==> config.mk <==
export PLATFORM = sky130hd
export DESIGN_NAME = mem_port_arbiter
export DESIGN_NICKNAME = d
export VERILOG_FILES = /design/src/rtl/mem_port_arbiter.sv
export SDC_FILE = /design/constraint.sdc
export NUM_CORES = 1
export LEC_CHECK = 0
export ABC_CLOCK_PERIOD_IN_PS = 1700
export BUFFER_PORTS_ARGS = -buffer_cell sky130_fd_sc_hd__buf_2
export CAP_MARGIN = 15
export CORE_AREA = 5 5 201 203
export CTS_CLUSTER_DIAMETER = 100
export CTS_CLUSTER_SIZE = 12
export DETAILED_ROUTE_END_ITERATION = 10
export DIE_AREA = 0 0 206 208
export GPL_TIMING_DRIVEN = 1
export HOLD_SLACK_MARGIN = 0.08
export SYNTH_ARGS = -nofsm -noshare
export SYNTH_HDL_FRONTEND = slang
export SYNTH_SLANG_ARGS = --single-unit
==> constraint.sdc <==
create_clock -name clk_i -period 1.7 [get_ports clk_i]
set_clock_uncertainty 0.15 [all_clocks]
set_input_delay 0.17 -clock clk_i [delete_from_list [all_inputs] [get_ports clk_i]]
set_output_delay 0.17 -clock clk_i [all_outputs]
set_load 0.05 [all_outputs]
==> src/rtl/mem_port_arbiter.sv <==
// rtl/mem_port_arbiter.sv - shares one single-port RAM between instruction fetch and data ports
// D has priority; an IF starvation counter forces IF through, and a tag pipe routes read returns.
module mem_port_arbiter #(
  parameter int DATA_W     = 64,
  parameter int ADDR_W     = 64,
  parameter int RAM_LAT    = 2,
  parameter int STARVE_MAX = 3
) (
  input  logic              clk_i,
  input  logic              rst_n_i,
  input  logic              if_req_i,
  input  logic [ADDR_W-1:0] if_addr_i,
  output logic              if_gnt_o,
  output logic              if_rvalid_o,
  output logic [DATA_W-1:0] if_rdata_o,
  input  logic              d_req_i,
  input  logic              d_we_i,
  input  logic [2:0]        d_func3_i,
  input  logic [ADDR_W-1:0] d_addr_i,
  input  logic [DATA_W-1:0] d_wdata_i,
  output logic              d_gnt_o,
  output logic              d_rvalid_o,
  output logic [DATA_W-1:0] d_rdata_o,
  output logic              ram_en_o,
  output logic              ram_we_o,
  output logic [2:0]        ram_func3_o,
  output logic [ADDR_W-1:0] ram_addr_o,
  output logic [DATA_W-1:0] ram_wdata_o,
  input  logic [DATA_W-1:0] ram_rdata_i
);

  localparam int CNT_W = (STARVE_MAX < 1) ? 1 : $clog2(STARVE_MAX + 1);
  localparam logic [CNT_W-1:0] CNT_MAX = CNT_W'(STARVE_MAX);

  logic [CNT_W-1:0]   starve_q, starve_d;
  logic [RAM_LAT-1:0] tag_v_q, tag_v_d;
  logic [RAM_LAT-1:0] tag_own_q, tag_own_d;  // 1 = D owns the read
  logic               if_win, d_win;

  // Grants are gated by reset so every output drops the moment reset asserts.
  always_comb begin
    if_win = 1'b0;
    d_win  = 1'b0;
    if (rst_n_i) begin
      if (d_req_i && !(if_req_i && (starve_q == CNT_MAX))) begin
        d_win = 1'b1;
      end else if (if_req_i) begin
        if_win = 1'b1;
      end
    end
  end

  assign if_gnt_o = if_win;
  assign d_gnt_o  = d_win;

  always_comb begin
    ram_en_o    = 1'b0;
    ram_we_o    = 1'b0;
    ram_func3_o = 3'b000;
    ram_addr_o  = '0;
    ram_wdata_o = '0;
    if (d_win) begin
      ram_en_o    = 1'b1;
      ram_we_o    = d_we_i;
      ram_func3_o = d_func3_i;
      ram_addr_o  = d_addr_i;
      ram_wdata_o = d_wdata_i;
    end else if (if_win) begin
      ram_en_o    = 1'b1;
      ram_func3_o = 3'b010;
      ram_addr_o  = if_addr_i;
    end
  end

  always_comb begin
    starve_d = starve_q;
    if (!if_req_i || if_win) begin
      starve_d = '0;
    end else if (starve_q != CNT_MAX) begin
      starve_d = starve_q + 1'b1;
    end
  end

  always_comb begin
    tag_v_d   = '0;
    tag_own_d = '0;
    for (int i = RAM_LAT - 1; i > 0; i--) begin
      tag_v_d[i]   = tag_v_q[i-1];
      tag_own_d[i] = tag_own_q[i-1];
    end
    tag_v_d[0]   = if_win || (d_win && !d_we_i);
    tag_own_d[0] = d_win;
  end

  always_ff @(posedge clk_i or negedge rst_n_i) begin
    if (!rst_n_i) begin
      starve_q  <= '0;
      tag_v_q   <= '0;
      tag_own_q <= '0;
    end else begin
      starve_q  <= starve_d;
      tag_v_q   <= tag_v_d;
      tag_own_q <= tag_own_d;
    end
  end

  always_comb begin
    if_rvalid_o = 1'b0;
    if_rdata_o  = '0;
    d_rvalid_o  = 1'b0;
    d_rdata_o   = '0;
    if (tag_v_q[RAM_LAT-1]) begin
      if (tag_own_q[RAM_LAT-1]) begin
        d_rvalid_o = 1'b1;
        d_rdata_o  = ram_rdata_i;
      end else begin
        if_rvalid_o = 1'b1;
        if_rdata_o  = ram_rdata_i;
      end
    end
  end

endmodule

After elaboration in Yosys (flattened, before gate mapping)
Cells that the tools add are included.
{"block": "word_totals", "reg_bits": 6, "inputBits": 264, "output_inout_bits": 265, "word_cells": 38}
{"block": "classes", "add_sub_neg": 1, "n_eq_ne": 2, "muxes": 23, "n_reduce_logical": 9}
{"op": "$mux 64", "count": 7}
{"op": "$mux 1", "count": 12}
{"op": "$mux 2", "count": 3}
{"op": "$logic_and 1x1->1", "count": 3}
{"op": "$logic_not 1->1", "count": 3}
{"op": "$mux 3", "count": 1}
{"op": "$add 2x1->2 const B", "count": 1}
{"op": "$eq 2x2->1 const B", "count": 1}
{"op": "$logic_or 1x1->1", "count": 2}
{"op": "$ne 2x2->1 const B", "count": 1}
{"op": "$reduce_bool 2->1", "count": 1}

Depth between registers and ports, before layout
{"block": "depth", "word_depth": 8, "mapped_depth": 6, "ltp_nobuf": 4}

Worst setup path after synthesis
OpenSTA, ideal clock, no wires.
{"block": "synth_timing", "path_type": "reg-to-output", "startpoint": "register starve_q[0]", "endpoint": "output ram_addr_o[10]", "arrival_ns": 1.836, "required_time_ns": 1.380, "path_slack_ns": -0.456, "path_stages_with_launch": 6, "path_buffers": 1, "cell_sequence": "dfrtp_1 -> ha_1 -> nand2_1 -> nand2_1 -> buf_2 -> o22ai_1"}
{"block": "synth_via", "elab_chain_len": 8, "elab_cells_between_ends": 10, "classes_between": "eq/ne (1); mux (6); reduce/logical (3)"}
{"item": "from (decl)", "line": "35", "rtl": "logic [CNT_W-1:0] starve_q, starve_d;"}
{"item": "from (signal assigned)", "line": "101", "rtl": "starve_q <= starve_d;"}
{"item": "$eq 2x2->1 (*)", "line": "45", "rtl": "if (d_req_i && !(if_req_i && (starve_q == CNT_MAX))) begin"}
{"item": "$logic_and 1x1->1 (*)", "line": "45"}
{"item": "$logic_not 1->1 (*)", "line": "45"}
{"item": "$logic_and 1x1->1 (*)", "line": "45"}
{"item": "$mux 1", "line": "45"}
{"item": "$mux 1", "line": "44", "rtl": "if (rst_n_i) begin"}
{"item": "$mux 64", "line": "68", "rtl": "end else if (if_win) begin"}
{"item": "$mux 64 (*)", "line": "62", "rtl": "if (d_win) begin"}
{"item": "to (decl)", "line": "27", "rtl": "output logic [ADDR_W-1:0] ram_addr_o,"}
Mark *: on every way between the ends. The rest lies on a longest branch, timed or not.

Worst setup path after layout
{"block": "layout_timing", "startpoint": "register starve_q[0]", "endpoint": "output ram_wdata_o[46]"}
{"block": "layout_via", "elab_chain_len": 7}
{"item": "$eq 2x2->1", "line": "45"}
{"item": "$logic_and 1x1->1", "line": "45"}
{"item": "$logic_not 1->1", "line": "45"}
{"item": "$logic_and 1x1->1", "line": "45"}
{"item": "$mux 1", "line": "45"}
{"item": "$mux 1", "line": "44"}
{"item": "$mux 64", "line": "62"}
{"item": "to (decl)", "line": "28", "rtl": "output logic [DATA_W-1:0] ram_wdata_o,"}
No other way between the ends.

==> impl_metrics.tcl <==
set metrics [dict create \
    stdcell_area_um2 9976 \
    power-per-cell-area_nw_per_um2 380.7 \
    clk_path_buf_depth 2 \
    cp_common_cell "buf_12" \
    grt_overflow 0 \
    maxSlewViolCount 0 \
    hold_class "input pin to register" \
    grt_max_degree 78 \
    critical_path.endpoint "ram_wdata_o[46]" \
    r2r_start "starve_q[0]$_DFFE_PN0P_" \
    synth_compound_area_share_pct 16.12 \
    fillers 3996 \
    tritoncts "built" \
    wl_per_cell_um 18.09 \
    fmax_mhz 477.2 \
    die_x_um 206 \
    slowest_delay_ns 0.40 \
    cts_sinks 6 \
    yosysSeqAreaShare_pct 5.607 \
    period_share_pct 123.3 \
    cts.clk_slew.worst_paths_ns 0.04 \
    drt-total-wl_mm 28.00 \
    critPathTopFamily "simple AND/OR/NAND/NOR gates" \
    synth_top_family_by_area "simple AND/OR/NAND/NOR gates" \
    final_antenna_net_count 0 \
    period_minus_slack_ns 2.095 \
    syn_inst 474 \
    via_count 5760 \
    dp_slack_ns -0.2052 \
    multi_input_area_um2 3327 \
    reg2reg_depth 6 \
    core-area_um2 38290 \
    totalNegativeSetupSlack_ns -49.91 \
    path_depth 7 \
    grt_pass1_wl_mm 32.99 \
    core.rowCount 72 \
    ys.flop_type "dfrtp_1" \
    grt_pass1_vias 5595 \
    place.gp.congestion 0.9162 \
    setup_viol 204 \
    synth_top_area_share_pct 30.84 \
    muxShareOfSynthArea_pct 0 \
    cp.buffers_inverters 3 \
    cts_made_buffers 3 \
    ys_warn_count 0 \
    power.total_uw 3798 \
    antenna_found_initial 4 \
    timing.rr.end "tag_own_q[0]$_DFF_PN0_" \
    p_sw_uw 1941 \
    yosysUniqueCellTypes 20 \
    critical_path_class "register to output port" \
    crit_fanout 6 \
    p_int_uw 1857 \
    combPwrFrac_pct 85.4 \
    vias_per_cell 3.721 \
    start_util_pct 6.993 \
    worstSetupStartpoint "starve_q[0]$_DFFE_PN0P_" \
    hpwl_mm 18.86 \
    track_usage_pct 9.903 \
    ff2ff_setup_slack_ns 0.14 \
    cp-end-kind "output port" \
    nets 1296 \
    vdd_drop_max_mv 0.1838 \
    min_from "d_we_i" \
    area_growth_pct 272.6 \
    ys_top_cells_by_area "and2_1 (31%), nand2_1 (19%), and3_1 (15%)" \
    slew_headroom_pct 79.94 \
    status "complete, but fails checks" \
    drt_first_pass_iters 5 \
    io_pins 529 \
    violations "setup timing" \
    path_cells "ha_4 > nand2_4 > and3_4 > buf_12 > clkbuf_16 > and2_4 > buf_12" \
    pwr-share-clk_pct 10.3 \
    drive_gt1_share_pct 75.51 \
    place.port_buffers 528 \
    synth_xor_area_share_pct 0 \
    synth-simple-area-share_pct 66.54 \
    synth_area_um2 2678 \
    rsz0062_at_grt "true" \
    synth_edf_count 0 \
    tightest_slew_ns 0.3009 \
    syn_area_per_cell_um2 5.649 \
    crit_path_start_kind "register" \
    syn-num-nets 739 \
    crit_required_ns 1.38 \
    final_util_pct 26.06 \
    die_h_um 208 \
    dieArea_um2 42850 \
    regArea_um2 152.6 \
    postPlaceCellArea_um2 7263 \
    drtIter0Drc 284 \
    p_leak_uw 0.004908 \
    remaining_drc_errors 0 \
    ys_ff_latch 6 \
    power_frac_seq_pct 4.3 \
    yosysMostFrequentCell "nand2_1" \
    cts_htree_levels 1 \
    switching_share_pct 51.10 \
    ys_top_cells_by_count "nand2_1 (133), and2_1 (132), and3_1 (65)" \
    timing.final.ws_setup_ns -0.3955 \
    finalHoldViolCount 0 \
    async_flop_share_pct 100.0 \
    clock_latency_ns 0.23 \
    synth_top_area_cell "and2_1" \
    synthAdderAreaFrac_pct 0.4673 \
    cts-root-buf "clkbuf_16" \
    max_cap_viol_count 0 \
    slowest_stage "dfrtp_1" \
    cp.arrival_ns 1.78 \
]
[worst min path at each step]
stage                              endpoint  slack, ns  cells past startpoint
global route           tag_v_q[0]$_DFF_PN0_       0.13                      3
CTS                    tag_v_q[0]$_DFF_PN0_       0.11                      3
detailed placement  starve_q[1]$_DFFE_PN0P_      -0.11                      1
global placement    starve_q[1]$_DFFE_PN0P_      -0.11                      1
finish                 tag_v_q[0]$_DFF_PN0_       0.12                      3
floorplan           starve_q[0]$_DFFE_PN0P_      -0.28                      0
[registers in the layout, indices dropped and copies added, names as in the netlist]
name / count
tag_own_q: 2
tag_v_q: 2
starve_q: 2
[what timing repair did]
item	4_1_cts	5_1_grt
hold buffers	3	0
hold endpoints to repair	6	0
cloned	8	17
pin swaps	17	63
resized for setup	295	470
setup buffers	6	10
setup endpoints to repair	201	264
[cell families (layout without fill, tap and decap cells)]
family / after synthesis / count (layout)
AOI/OAI and AO/OA: 69 / 69
adders and majority gates: 1 / 1
buffers and inverters: 59 / 613
DFF: 6 / 6
other: 0 / 1
and+or+nand+nor: 339 / 340
[power by group through the flow]
| stage | Clock, uW | Sequential [uW] | Combinational, uW |
|---|---|---|---|
| 5_1_grt | 420 | 165 | 3370 |
| 2_1_floorplan | 0 | 160 | 1670 |
| 3_3_place_gp | 0 | 164 | 2450 |
| 6_report | 392 | 164 | 3240 |
| 4_1_cts | 412 | 163 | 2830 |
| 3_5_place_dp | 0 | 164 | 2470 |
[layer usage]
layer	GRT usage [%]	vias up	wire length, um
met4	2.111	4	941
met2	19.59	360	14900
li1	-	2692	-
met3	2.320	56	2410
met1	10.45	2648	9716
met5	0	-	27
[per-stage QoR]
| stage | cells | hold WS (ns) |
|---|---|---|
| 6_report | 1548 | 0.1200 |
| 5_1_grt | 1547 | 0.1315 |
| 4_1_cts | 1522 | 0.1136 |
| 3_5_place_dp | 1502 | -0.1080 |
| 3_3_place_gp | 1502 | -0.1139 |
| 2_1_floorplan | 474 | -0.2756 |
[final cells by class]
cell class | count | area share (%)
clock buffer | 3 | 0.7525
multi-input combinational | 410 | 33.35
inverter | 3 | 0.1129
antenna | 1 | 0.02508
sequential | 6 | 1.530
timing repair buffer | 607 | 57.73
tap | 518 | 6.497
[worst min-delay path: stages]
cell	delay, ns
buf_2	0.13
nand2b_1	0.11
a21oi_1	0.06
[cell usage in the layout (no fill, tap or decap), types with 2 or more instances in the layout]
master | synthesis | layout
dfrtp_1 | 6 | 4
clkbuf_4 | 0 | 5
buf_12 | 0 | 31
nand2_1 | 133 | 131
and3_1 | 65 | 62
buf_2 | 25 | 264
and2_4 | 0 | 86
and2_1 | 132 | 41
o22ai_4 | 0 | 49
buf_8 | 0 | 89
buf_16 | 0 | 8
clkbuf_16 | 0 | 14
inv_1 | 3 | 3
dfrtp_2 | 0 | 2
and3_4 | 1 | 4
nand2_8 | 0 | 2
buf_6 | 6 | 119
o22ai_2 | 0 | 15
dlygate4sd3_1 | 0 | 3
nor2_1 | 4 | 2
and2_2 | 0 | 5
buf_4 | 1 | 77
(Power assumes the default switching activity.)
